**src/rtl/pixel_pack_pkg.sv**
```systemverilog
// Shared constants for the pixel stream packer: default packing factor,
// tag bit positions within a FIFO entry, and the entry-width helper.
package pixel_pack_pkg;

    localparam int PACK_DEFAULT = 4;

    localparam int TAG_SOF = 0;
    localparam int TAG_EOL = 1;
    localparam int TAG_EOF = 2;
    localparam int TAG_W   = 3;

    function automatic int entry_width(input int pack, input int data_width);
        return pack * data_width + TAG_W;
    endfunction

endpackage

```
**src/rtl/pack_fifo.sv**
```systemverilog
// Synchronous FIFO for packed words; a push into a full FIFO is accepted
// when a pop happens in the same cycle. rdata reads as zero while empty.
module pack_fifo #(
    parameter int WIDTH = 35,
    parameter int DEPTH = 16
) (
    input  logic             clk,
    input  logic             rst_n,
    input  logic             clr,
    input  logic             push,
    input  logic             pop,
    input  logic [WIDTH-1:0] wdata,
    output logic [WIDTH-1:0] rdata,
    output logic             full,
    output logic             empty
);
    localparam int AW = $clog2(DEPTH);
    localparam int CW = AW + 1;

    logic [WIDTH-1:0] mem_q [DEPTH];
    logic [AW-1:0]    wr_ptr_q, rd_ptr_q;
    logic [CW-1:0]    count_q;
    logic             do_push, do_pop;

    assign full    = (count_q == CW'(DEPTH));
    assign empty   = (count_q == '0);
    assign do_pop  = pop & ~empty;
    assign do_push = push & (~full | do_pop);
    assign rdata   = empty ? '0 : mem_q[rd_ptr_q];

    always_ff @(posedge clk or negedge rst_n) begin
        if (!rst_n) begin
            wr_ptr_q <= '0;
            rd_ptr_q <= '0;
            count_q  <= '0;
        end else if (clr) begin
            wr_ptr_q <= '0;
            rd_ptr_q <= '0;
            count_q  <= '0;
        end else begin
            if (do_push) wr_ptr_q <= wr_ptr_q + AW'(1);
            if (do_pop)  rd_ptr_q <= rd_ptr_q + AW'(1);
            count_q <= count_q + CW'(do_push) - CW'(do_pop);
        end
    end

    always_ff @(posedge clk) begin
        if (do_push && !clr) mem_q[wr_ptr_q] <= wdata;
    end

endmodule

```
**src/rtl/pixel_stream_packer.sv**
```systemverilog
// Packs PACK filtered pixels per word, tags sof/eol/eof from column/row
// position and buffers words in pack_fifo. Define PACKER_DROP_CNT_EN for drop_cnt.
module pixel_stream_packer
    import pixel_pack_pkg::*;
#(
    parameter int DATA_WIDTH = 8,
    parameter int PACK       = PACK_DEFAULT,
    parameter int IMG_WIDTH  = 640,
    parameter int IMG_HEIGHT = 480,
    parameter int FIFO_DEPTH = 16
) (
    input  logic                       clk,
    input  logic                       rst_n,
    input  logic                       clr,
    input  logic [DATA_WIDTH-1:0]      pix_in,
    input  logic                       pix_in_en,
    output logic [PACK*DATA_WIDTH-1:0] m_data,
    output logic                       m_sof,
    output logic                       m_eol,
    output logic                       m_eof,
    output logic                       m_valid,
    input  logic                       m_ready,
    output logic                       overflow,
    output logic                       frame_done
`ifdef PACKER_DROP_CNT_EN
    ,
    output logic [15:0]                drop_cnt
`endif
);
    localparam int WORD_W  = PACK * DATA_WIDTH;
    localparam int ENTRY_W = entry_width(PACK, DATA_WIDTH);
    localparam int COL_W   = (IMG_WIDTH  > 1) ? $clog2(IMG_WIDTH)  : 1;
    localparam int ROW_W   = (IMG_HEIGHT > 1) ? $clog2(IMG_HEIGHT) : 1;
    localparam int LANE_W  = (PACK > 1) ? $clog2(PACK) : 1;

    logic [COL_W-1:0]      col_q, col_d;
    logic [ROW_W-1:0]      row_q, row_d;
    logic [LANE_W-1:0]     lane_q, lane_d;
    logic [DATA_WIDTH-1:0] hold_q [PACK-1];
    logic                  overflow_q, frame_done_q;

    logic               last_lane, col_last, row_last;
    logic               push_req, pop, drop, fifo_full, fifo_empty;
    logic [WORD_W-1:0]  word;
    logic [ENTRY_W-1:0] wdata, rdata;

    assign last_lane = (lane_q == LANE_W'(PACK - 1));
    assign col_last  = (col_q == COL_W'(IMG_WIDTH - 1));
    assign row_last  = (row_q == ROW_W'(IMG_HEIGHT - 1));
    assign push_req  = pix_in_en & ~clr & last_lane;
    assign pop       = m_valid & m_ready & ~clr;
    assign drop      = push_req & fifo_full & ~pop;

    // Lane counter runs alongside col; IMG_WIDTH being a multiple of PACK keeps them in step.
    always_comb begin
        lane_d = last_lane ? '0 : lane_q + LANE_W'(1);
        col_d  = col_last ? '0 : col_q + COL_W'(1);
        row_d  = row_q;
        if (col_last) row_d = row_last ? '0 : row_q + ROW_W'(1);
    end

    generate
        for (genvar gi = 0; gi < PACK - 1; gi++) begin : g_hold
            assign word[gi*DATA_WIDTH +: DATA_WIDTH] = hold_q[gi];

            always_ff @(posedge clk or negedge rst_n) begin
                if (!rst_n)
                    hold_q[gi] <= '0;
                else if (clr)
                    hold_q[gi] <= '0;
                else if (pix_in_en && lane_q == LANE_W'(gi))
                    hold_q[gi] <= pix_in;
            end
        end
    endgenerate
    assign word[(PACK-1)*DATA_WIDTH +: DATA_WIDTH] = pix_in;

    always_comb begin
        wdata                 = '0;
        wdata[WORD_W-1:0]     = word;
        wdata[WORD_W+TAG_SOF] = (row_q == '0) && (col_q == COL_W'(PACK - 1));
        wdata[WORD_W+TAG_EOL] = col_last;
        wdata[WORD_W+TAG_EOF] = col_last & row_last;
    end

    always_ff @(posedge clk or negedge rst_n) begin
        if (!rst_n) begin
            col_q        <= '0;
            row_q        <= '0;
            lane_q       <= '0;
            overflow_q   <= 1'b0;
            frame_done_q <= 1'b0;
        end else if (clr) begin
            col_q        <= '0;
            row_q        <= '0;
            lane_q       <= '0;
            overflow_q   <= 1'b0;
            frame_done_q <= 1'b0;
        end else begin
            if (pix_in_en) begin
                col_q  <= col_d;
                row_q  <= row_d;
                lane_q <= lane_d;
            end
            if (drop) overflow_q <= 1'b1;
            frame_done_q <= pop & m_eof;
        end
    end

`ifdef PACKER_DROP_CNT_EN
    logic [15:0] drop_cnt_q;

    always_ff @(posedge clk or negedge rst_n) begin
        if (!rst_n)
            drop_cnt_q <= '0;
        else if (clr)
            drop_cnt_q <= '0;
        else if (drop && drop_cnt_q != 16'hFFFF)
            drop_cnt_q <= drop_cnt_q + 16'd1;
    end
    assign drop_cnt = drop_cnt_q;
`endif

    pack_fifo #(
        .WIDTH (ENTRY_W),
        .DEPTH (FIFO_DEPTH)
    ) u_fifo (
        .clk   (clk),
        .rst_n (rst_n),
        .clr   (clr),
        .push  (push_req),
        .pop   (pop),
        .wdata (wdata),
        .rdata (rdata),
        .full  (fifo_full),
        .empty (fifo_empty)
    );

    assign m_valid    = ~fifo_empty;
    assign m_data     = rdata[WORD_W-1:0];
    assign m_sof      = rdata[WORD_W+TAG_SOF];
    assign m_eol      = rdata[WORD_W+TAG_EOL];
    assign m_eof      = rdata[WORD_W+TAG_EOF];
    assign overflow   = overflow_q;
    assign frame_done = frame_done_q;

endmodule

```
**config.mk**
```make
export PLATFORM = sky130hd
export DESIGN_NAME = pixel_stream_packer
export DESIGN_NICKNAME = d
export VERILOG_FILES = /design/src/rtl/pixel_pack_pkg.sv /design/src/rtl/pack_fifo.sv /design/src/rtl/pixel_stream_packer.sv
export SDC_FILE = /design/constraint.sdc
export NUM_CORES = 1
export LEC_CHECK = 0
export ABC_AREA = 1
export BUFFER_PORTS_ARGS = -buffer_cell sky130_fd_sc_hd__buf_2
export CELL_PAD_IN_SITES_DETAIL_PLACEMENT = 0
export CELL_PAD_IN_SITES_GLOBAL_PLACEMENT = 2
export CORE_MARGIN = 2
export CORE_UTILIZATION = 46
export CTS_CLUSTER_DIAMETER = 30
export CTS_CLUSTER_SIZE = 40
export DETAILED_ROUTE_END_ITERATION = 6
export GPL_TIMING_DRIVEN = 0
export PLACE_DENSITY_LB_ADDON = 0.08
export REMOVE_ABC_BUFFERS = 1
export SLEW_MARGIN = 20
export SYNTH_ARGS = -nofsm -noshare
export SYNTH_HDL_FRONTEND = slang
export SYNTH_HIERARCHICAL = 1
export SYNTH_SLANG_ARGS = --single-unit
```
**constraint.sdc**
```tcl
create_clock -name clk -period 10.75 [get_ports clk]
set_clock_uncertainty 0.1 [all_clocks]
set_input_delay 0 -clock clk [delete_from_list [all_inputs] [get_ports clk]]
set_output_delay 0 -clock clk [all_outputs]
set_load 0.01 [all_outputs]
```
# [Yosys cells after proc, flatten, opt, wreduce, memory -nomap -nowiden]
# Memory sizes are Yosys's and may differ from the RTL's.
# Cells that the tools add are included.
# Widths: inputs -> output; s select.
[classes] addsub=7 eq_ne=7 muxes=27 reduce_logical=18 bitwise=15
[ops] cell="$mux 8" n=6
[ops] cell="$mux 9" n=4
[ops] cell="$mux 35" n=1
[ops] cell="$mux 10" n=3
[ops] cell="$mux 4" n=4
[ops] cell="$reduce_bool 2->1" n=8
[ops] cell="$add 10x1->10 const B" n=1
[ops] cell="$and 1x1->1" n=10
[ops] cell="$eq 10x10->1 const B" n=1
[ops] cell="$eq 10x2->1 const B" n=1
[ops] cell="$add 9x1->9 const B" n=1
[ops] cell="$eq 9x9->1 const B" n=1
[ops] cell="$logic_not 9->1" n=1
[ops] cell="$add 4x1->4 const B" n=2
[ops] cell="$mux 2" n=3
[ops] cell="$add 5x1->5" n=1
[ops] cell="$eq 5x5->1 const B" n=1
[ops] cell="$logic_and 1x1->1" n=5
[ops] cell="$logic_not 5->1" n=1
[ops] cell="$mux 1" n=5
[ops] cell="$mux 5" n=1
[ops] cell="$sub 5x1->5" n=1
[ops] cell="$eq 2x2->1 const B" n=2
[ops] cell="$not 1->1" n=4
[ops] cell="other kinds (6)" n=6
[word_totals] regBits=60 wordCells=86 mem_count=1 ramBits=560 out_inout_bits=38
[mem_list] memory="u_fifo.mem_q" depth=16 width=35 rd=1 rd_ports_with_merged_regs=0 write_ports=1 line_no="pack_fifo.sv:20" rtl="logic [WIDTH-1:0] mem_q [DEPTH];"

# [Depth between registers and ports, before layout]
# Gate-level depths: netlist of run 1.
[logic_depth] depth_word=10 ltp_mapped=22 mapped_depth_nobuf=21

# [By module]
# Netlist of run 1, hierarchy kept.
[modules_own_cells] module="pack_fifo" area_each_um2=23448.7 instances=1 seq_area_each_um2=17141.4 cells_each=2072
[modules_own_cells] module="pixel_stream_packer" area_each_um2=2384.8 instances=1 seq_area_each_um2=1176.1 cells_each=264

# [Worst setup path before layout of run 1]
# OpenSTA, ideal clock, no wires.
[synth_path] path_kind="reg-to-reg" from="reg u_fifo.count_q[2]" to="mem u_fifo.mem_q[10][0] (enable)" path_stages_with_launch=16 t_arrival_ps=3487 setup_ps=427 synth_period_minus_slack_ps=4015 slack_ps=6735 path_cell_list="dfrtp_1 -> inv_1 -> ha_1 -> nand4_2 -> clkbuf_1 -> inv_1 -> inv_1 -> nand2_1 -> nor2_1 -> inv_1 -> nand2_1 -> nand2_2 -> inv_1 -> nand2_2 -> buf_4 -> nor2_1"
[synth_via] elab_chain_cells=10 elab_cells_between_ends=12 classes_between="1 x eq/ne; 2 x mux; 7 x bitwise; 2 x reduce/logical"
[synth_rtl] element="start: declaration" line_no="pack_fifo.sv:22" rtl="logic [CW-1:0] count_q;"
[synth_rtl] element="start signal: assignment" line_no="pack_fifo.sv:43" rtl="count_q <= count_q + CW'(do_push) - CW'(do_pop);"
[synth_rtl] element="$logic_not 5->1" line_no="pack_fifo.sv:26" rtl="assign empty = (count_q == '0);"
[synth_rtl] element="named net fifo_empty" line_no="pixel_stream_packer.sv:43" rtl="logic push_req, pop, drop, fifo_full, fifo_empty;"
[synth_rtl] element="$not 1->1" line_no="pixel_stream_packer.sv:139" rtl="assign m_valid = ~fifo_empty;"
[synth_rtl] element="named net m_valid" line_no="pixel_stream_packer.sv:21" rtl="output logic m_valid,"
[synth_rtl] element="$and 1x1->1 (2 in series)" line_no="pixel_stream_packer.sv:51" rtl="assign pop = m_valid & m_ready & ~clr;"
[synth_rtl] element="named net pop" line_no="pixel_stream_packer.sv:43"
[synth_rtl] element="$and 1x1->1" line_no="pack_fifo.sv:27" rtl="assign do_pop = pop & ~empty;"
[synth_rtl] element="$or 1x1->1" line_no="pack_fifo.sv:28" rtl="assign do_push = push & (~full | do_pop);"
[synth_rtl] element="$and 1x1->1" line_no="pack_fifo.sv:28"
[synth_rtl] element="$logic_and 1x1->1" line_no="pack_fifo.sv:48" rtl="if (do_push && !clr) mem_q[wr_ptr_q] <= wdata;"
[synth_rtl] element="$mux 1" line_no="pack_fifo.sv:48"
[synth_rtl] element="$mux 1 (implied by the code)" line_no="pack_fifo.sv:48"
[synth_rtl] element="end: declaration" line_no="pack_fifo.sv:20"
# The timed path passes the listed nets, and every way through them passes these cells.

# [Final worst setup path of run 1]
[layout_path] from="reg u_fifo.rd_ptr_q[0]" to="out m_data[1]"
[layout_via] elab_chain_cells=2
[layout_rtl] element="start: declaration" line_no="pack_fifo.sv:21" rtl="logic [AW-1:0] wr_ptr_q, rd_ptr_q;"
[layout_rtl] element="start signal: assignment" line_no="pack_fifo.sv:42" rtl="if (do_pop) rd_ptr_q <= rd_ptr_q + AW'(1);"
[layout_rtl] element="$mem_v2 16x35"
[layout_rtl] element="$mux 35" line_no="pack_fifo.sv:29" rtl="assign rdata = empty ? '0 : mem_q[rd_ptr_q];"
[layout_rtl] element="end: declaration" line_no="pixel_stream_packer.sv:17" rtl="output logic [PACK*DATA_WIDTH-1:0] m_data,"
# No other way between the ends.

==> results of run 1 <==
==> worst max path at each step <==
| stage | from | slack (ps) | cells after the start | end |
|---|---|---|---|---|
| after CTS | u_fifo/rd_ptr_q[0] | 6820 | 11 | m_data[1] |
| after global placement | u_fifo/rd_ptr_q[0] | -10530 | 8 | frame_done |
| final | u_fifo/rd_ptr_q[0] | 6810 | 11 | m_data[1] |
| after floorplan | u_fifo/rd_ptr_q[0] | 890 | 10 | frame_done |
| after global routing | u_fifo/count_q[2] | 6630 | 15 | u_fifo/mem_q[3][2] |
| after detailed placement | u_fifo/count_q[2] | 6930 | 15 | u_fifo/mem_q[3][11] |
==> what timing repair did <==
item | CTS | global route
hold buffers | 15 | 0
endpoints found under the hold margin | 246 | 0
buffers inserted | 0 | 0
endpoints found under the setup margin | 0 | 0
==> through the flow <==
step | util | setup TNS (ps) | hold WS [ps] | worst slack [ps]
floorplan | - | 0 | -395.6 | 894.8
global placement | 0.4779 | -392760 | 205.5 | -10530
detailed placement | 0.5037 | 0 | -103.2 | 6931
CTS | 0.5921 | 0 | 78.65 | 6816
global route | 0.5921 | 0 | 130.0 | 6627
finish | 0.5921 | 0 | 135.5 | 6809
==> routing by layer <==
layer	vias to the layer above	global-route usage	wire, um	share of wire
li1	8227	-	-	-
met1	8419	0.3124	29270	0.45
met2	441	0.3813	31490	0.48
met3	94	0.05193	3602	0.055
met4	0	0.07725	1301	0.020
met5	-	0	0	0
==> area by class of cell <==
class,instances,area share
Sequential cell,620,0.5596
Clock inverter,79,0.03057
Tap cell,748,0.02858
Clock buffer,167,0.1138
Multi-Input combinational cell,1543,0.2090
Inverter,59,0.007259
Timing Repair Buffer,115,0.05120
==> critical path, cell delays in order, from the launching register on <==
cell	delay, ps
dfrtp_4	640
buf_16	270
buf_16	240
inv_8	510
buf_16	370
nand2_1	110
a21oi_1	150
nor2_1	70
nand2_1	70
nand2_1	50
nor2_1	240
buf_2	190
==> where the power goes <==
part	internal [mW]	switching (mW)	total (mW)	leakage, nW
Sequential	2.68	0.0596	2.74	5.94
Combinational	0.295	0.618	0.914	4.76
Clock	2.94	1.27	4.22	2.28
==> cell families (layout without fill, tap and decap cells) <==
group | Yosys count | count (layout) | synth area share
compound gates | 126 | 126 | 0.02465
xor+xnor | 10 | 10 | 0.003391
fa+ha+maj | 18 | 18 | 0.009008
buf+inv | 173 | 420 | 0.03124
flops | 620 | 620 | 0.7091
mux | 25 | 25 | 0.01085
simple gates | 1364 | 1364 | 0.2118
==> flip-flops by register name (all words and copies together) (netlist names), 2 cells and up <==
signal	cells
u_fifo/count_q	5
row_q	9
hold_q	24
u_fifo/rd_ptr_q	4
u_fifo/mem_q	560
u_fifo/wr_ptr_q	4
col_q	10
lane_q	2
==> Yosys cell counts <==
| cell | n | area [um2] |
|---|---|---|
| nand2_1 | 964 | 3618 |
| edfxtp_1 | 560 | 16820 |
| nand3_1 | 201 | 1006 |
| nor2_1 | 169 | 634.4 |
| a21oi_1 | 109 | 545.5 |
| buf_2 | 78 | 390.4 |
| dfrtp_1 | 60 | 1501 |
| inv_1 | 48 | 180.2 |
| mux2_2 | 24 | 270.3 |
| clkbuf_1 | 19 | 71.32 |
| ha_1 | 17 | 212.7 |
| buf_4 | 10 | 75.07 |
| inv_2 | 9 | 33.78 |
| nand2_2 | 9 | 56.30 |
| xor2_1 | 9 | 78.83 |
| o21ai_0 | 8 | 40.04 |
| o21ai_1 | 6 | 30.03 |
| nor3_1 | 5 | 25.02 |
| buf_1 | 4 | 15.01 |
| buf_6 | 3 | 33.78 |
| nand4_1 | 3 | 18.77 |
| nor2_4 | 3 | 33.78 |
| clkinv_1 | 2 | 7.510 |
| nand3_2 | 2 | 20.02 |
| nor2_2 | 2 | 12.51 |
| nor3b_1 | 2 | 15.01 |
| nor4_1 | 2 | 12.51 |
| a21o_1 | 1 | 7.510 |
| a31oi_1 | 1 | 6.260 |
| fa_1 | 1 | 20.02 |
| mux2i_1 | 1 | 10.01 |
| nand4_2 | 1 | 12.51 |
| o21bai_1 | 1 | 7.510 |
| or2_2 | 1 | 6.260 |
| xnor2_1 | 1 | 8.760 |
==> flow_metrics.env, run 1 <==
export IMPL_worstSkewPairLatency_ps=700
export IMPL_rows=86
export IMPL_area_growth_pct=26.76
export IMPL_dr_pass1_iters=5
export IMPL_numCtsBuffers=136
export IMPL_status="completed"
export IMPL_cts_resized=0
export IMPL_die_area_mm2=0.05807
export IMPL_n_fill_cell=4528
export IMPL_fmax_mhz=253.7
export IMPL_placement_io_buffers=50
export IMPL_hold_path_class="input port to flip-flop"
export IMPL_die_h_um=241.0
export IMPL_worst_pin_slew_ps=1120
export IMPL_cp_required_ps=10650
export IMPL_setup_viol=0
export IMPL_min_from="pix_in_en"
export IMPL_core_area_mm2=0.05531
export IMPL_hold_path_depth=4
export IMPL_via_per_inst=5.158
export IMPL_synth_area_mm2=0.02583
export IMPL_wl_um=65670
export IMPL_dpl_instance_area_mm2=0.02786
export IMPL_power_per_cell_area_mw_per_mm2=240.2
export IMPL_cp_max_fo=99
export IMPL_grt_pass1_wl_um=98970
export IMPL_multiInputGateArea_mm2=0.006843
export IMPL_drt_iter0_markers=1307
export IMPL_finalCriticalPeriod_ps=3941
export IMPL_start_kind="flip-flop"
export IMPL_grt_pass1_vias=16640
export IMPL_ys_warn_count=6
export IMPL_worstPathArrival_ps=3840
export IMPL_slew_violations=0
export IMPL_wire_per_inst_um=19.71
export IMPL_dp_cells=3070
export IMPL_synth_cells=2336
export IMPL_nets=2506
export IMPL_antenna_found_initial=0
export IMPL_holdPathEnd="col_q[6]"
export IMPL_critPathCaptureType="output pin"
export IMPL_gr_total_overflow=0
export IMPL_io_pins=51
export IMPL_irDropWorstVdd_mv=0.1851
export IMPL_cap_violations=0
export IMPL_htreeDepth=4
export IMPL_slew_headroom=0.2524
export IMPL_drive_above_1_share=0.1498
export IMPL_fin_crit_sh=0.3666
export IMPL_drc_errors=0
export IMPL_final_common_cell="nand2_1"
export IMPL_rsz0062_at_grt="no"
export IMPL_grtUsageTotal=0.2340
export IMPL_dp_hpwl_um=38360
export IMPL_cts_tree="done"
export IMPL_path_clk_slew_ps=50
export IMPL_regArea_mm2=0.01833
export IMPL_reg2reg_to="u_fifo/mem_q[3][2]"
export IMPL_diodes=0
export IMPL_p_leak_nw=12.99
export IMPL_rr_worst_depth=15
export IMPL_synth_seq_area_share=0.7091
export IMPL_fp_dieW_um=241.0
export IMPL_gp_congestion=0.7056
export IMPL_initial_core_util=0.4671
export IMPL_r2r_start="u_fifo/count_q[2]"
export IMPL_clockRootBuffer="clkbuf_16"
export IMPL_cts_sinks=620
export IMPL_ant_nets=0
export IMPL_vias=17180
export IMPL_hold_violations=0
export IMPL_path_class="flip-flop to output pin"
export IMPL_final_cells=3331
export IMPL_stdcell_area_mm2=0.03275
export IMPL_p_total_mw=7.867
export IMPL_clockBufferDepth=3
export IMPL_final_cell_mix="964 x nand2_1, 560 x edfxtp_1, 201 x nand3_1, 153 x nor2_1, 142 x clkbuf_16"
export IMPL_syn_avg_cell_area_um2=11.06
export IMPL_synth_cell_types=35
export IMPL_reg2reg_setup_slack_ps=6950
export IMPL_postSynthRegisterBits=620
export IMPL_grt_max_degree=100
No activity file was read; power rests on OpenSTA's default activity.
==> run 2: changes to the inputs <==
- CORE_UTILIZATION: 46 -> 38
- clock period: 10.75 -> 3.31 ns (I/O delays scaled with it)
==> run 2 against run 1 <==
Compared with the run above: clock-buffer cell count grew 15; cell count grew 6.0%; clock power rose to 3.5 times the previous value; combinational power increased to 3.6 times the previous value; worst setup slack worse by 6600 ps; design area grew 3.8%; sequential cell count did not move; via count is 1.1% higher; hold slack got worse by 8.3 ps; critical path type unchanged; highest routed layer unchanged.
==> flow_metrics.env, run 2 (synthesis gave the netlist of run 1 again) <==
export IMPL_worstSkewPairLatency_ps=690
export IMPL_numCtsBuffers=147
export IMPL_dp_hpwl_um=40530
export IMPL_gr_total_overflow=0
export IMPL_fmax_mhz=324.2
export IMPL_critPathMostFrequentCell="nor2_1"
export IMPL_core_area_mm2=0.06728
export IMPL_htreeDepth=4
export IMPL_largest_reg_flops=560
export IMPL_max_stage_delay_ps=700
export IMPL_reg_top3="u_fifo/mem_q x560, hold_q x24, col_q x10"
export IMPL_power_per_cell_area_mw_per_mm2=785.3
export IMPL_cts_sinks=620
export IMPL_setup_viol=0
export IMPL_final_common_cell="nand2_1"
export IMPL_worst_pin_slew_ps=929.1
export IMPL_antenna_found_initial=0
export IMPL_dr_pass1_iters=5
export IMPL_initial_core_util=0.3840
export IMPL_via_per_inst=4.921
export IMPL_critical_path_buf_inv_count=3
export IMPL_r2r_start="u_fifo/rd_ptr_q[2]"
export IMPL_grt_pass1_wl_um=109000
export IMPL_start_kind="flip-flop"
export IMPL_rows=95
export IMPL_die_area_mm2=0.07008
export IMPL_hold_violations=0
export IMPL_path_class="flip-flop to output pin"
export IMPL_reg2reg_setup_slack_ps=340
export IMPL_placement_io_buffers=50
export IMPL_reg2reg_to="frame_done"
export IMPL_path_clk_slew_ps=40
export IMPL_grtUsageTotal=0.2116
export IMPL_irDropWorstVdd_mv=0.5498
export IMPL_fin_crit_sh=0.9319
export IMPL_hold_path_depth=4
export IMPL_io_pins=51
export IMPL_wl_um=72250
export IMPL_finalSetupTns_ps=0
export IMPL_p_leak_nw=13.56
export IMPL_rr_worst_depth=13
export IMPL_ant_nets=0
export IMPL_cp_required_ps=3210
export IMPL_wire_per_inst_um=20.46
export IMPL_grt_max_degree=63
export IMPL_cp_cell_sequence="buf_12 -> clkinv_4 -> nand3_1 -> nor2_1 -> nor2_1 -> buf_2"
export IMPL_critPathCaptureType="output pin"
export IMPL_diodes=0
export IMPL_nets=2566
export IMPL_cp_startpoint="u_fifo/rd_ptr_q[3]"
export IMPL_worst_path_stages=6
export IMPL_worstPathArrival_ps=2980
export IMPL_die_h_um=264.7
export IMPL_drt_iter0_markers=1053
export IMPL_cap_violations=0
export IMPL_final_cell_mix="964 x nand2_1, 560 x edfxtp_1, 201 x nand3_1, 153 x nor2_1, 150 x clkbuf_16"
export IMPL_cp_max_fo=36
export IMPL_fp_dieW_um=264.7
export IMPL_grt_pass1_vias=17330
export IMPL_slew_violations=0
export IMPL_drc_errors=0
export IMPL_drive_above_1_share=0.1685
export IMPL_rsz0062_at_grt="no"
export IMPL_top_register="u_fifo/mem_q"
export IMPL_crit_family="buffers and inverters"
export IMPL_finalCriticalPeriod_ps=3085
export IMPL_hold_path_class="input port to flip-flop"
export IMPL_vias=17380
export IMPL_area_growth_pct=31.59
export IMPL_p_total_mw=26.69
export IMPL_status="completed"
export IMPL_crit_end="m_data[15]"
export IMPL_slew_headroom=0.3783
export IMPL_clockBufferDepth=3
export IMPL_cp_slowest_cell="dfrtp_2"
export IMPL_cts_tree="done"
export IMPL_gp_congestion=0.7028
export IMPL_clockRootBuffer="clkbuf_16"
-- run 2: changes by cell type in the layout (fill, tap and decap cells not counted), sizes merged --
| cell | previous run | this run |
|---|---|---|
| bufbuf | 0 | 2 |
| bufinv | 21 | 24 |
| clkinvlp | 12 | 9 |
| clkbuf | 167 | 182 |
| buf | 101 | 147 |
| clkinv | 38 | 51 |
| inv | 67 | 66 |
-- run 2: stage by stage --
stage	util	hold WS, ps	setup slack (ps)	std cells	area (um2)
after floorplan	-	-395.6	-6545	2222	25250
after global placement	0.3952	210.7	-19680	3145	26590
after detailed placement	0.4177	-111.8	-562.1	3197	28100
after CTS	0.5047	91.30	7.290	3528	33960
after global routing	0.5053	127.3	41.34	3531	34000
final	0.5053	127.2	225.5	3531	34000
-- run 2: cell type report --
cell class              instances  area (um2)
flip-flops and latches        620       18330
repair buffers                163        2380
fillers                      5883       33280
clock inverters                90        1149
clock buffers                 182        3924
multi-input cells            1543        6848
well taps                     873        1092
repair inverters                1       8.758
inverters                      59       267.8
-- run 2: worst reg2reg max path, delay by kind of cell, from the launching register on --
| kind | cells | cell delay [ps] |
|---|---|---|
| and+or+nand+nor | 8 | 930 |
| buffers and inverters | 5 | 1370 |
| DFF | 1 | 490 |
-- run 2: worst min-delay path by stage --
| stage | to | from | slack (ps) |
|---|---|---|---|
| CTS | col_q[6] | pix_in_en | 90 |
| finish | col_q[6] | pix_in_en | 130 |
| global route | u_fifo/mem_q[15][30] | pix_in[6] | 130 |
| global placement | frame_done | m_ready | 210 |
| detailed placement | row_q[8] | rst_n | -110 |
| floorplan | col_q[0] | rst_n | -400 |
-- run 2: routing by layer --
| metal | vias to the layer above | GRT usage | routed length (um) | part of all wire |
|---|---|---|---|---|
| met5 | - | 0 | 0 | 0 |
| met4 | 0 | 0.07055 | 1611 | 0.022 |
| met3 | 123 | 0.04199 | 3167 | 0.044 |
| met2 | 377 | 0.3443 | 34400 | 0.48 |
| met1 | 8509 | 0.2850 | 33070 | 0.46 |
| li1 | 8367 | - | - | - |
-- run 2: report_power, final --
group          leakage (nW)  switching (mW)  internal, mW  total, mW
sequential             5.93           0.156          8.70       8.86
combinational          5.17            2.17          1.08       3.25
clock                  2.46            4.37          10.2       14.6
-- run 2: repair_timing --
item / CTS / global route
hold buffers: 15 / 0
resized for setup: 7 / 2
buffers inserted: 39 / 3
setup endpoints to repair: 592 / 31
pin swaps: 18 / 0
cloned: 5 / 0
endpoints found under the hold margin: 240 / 0
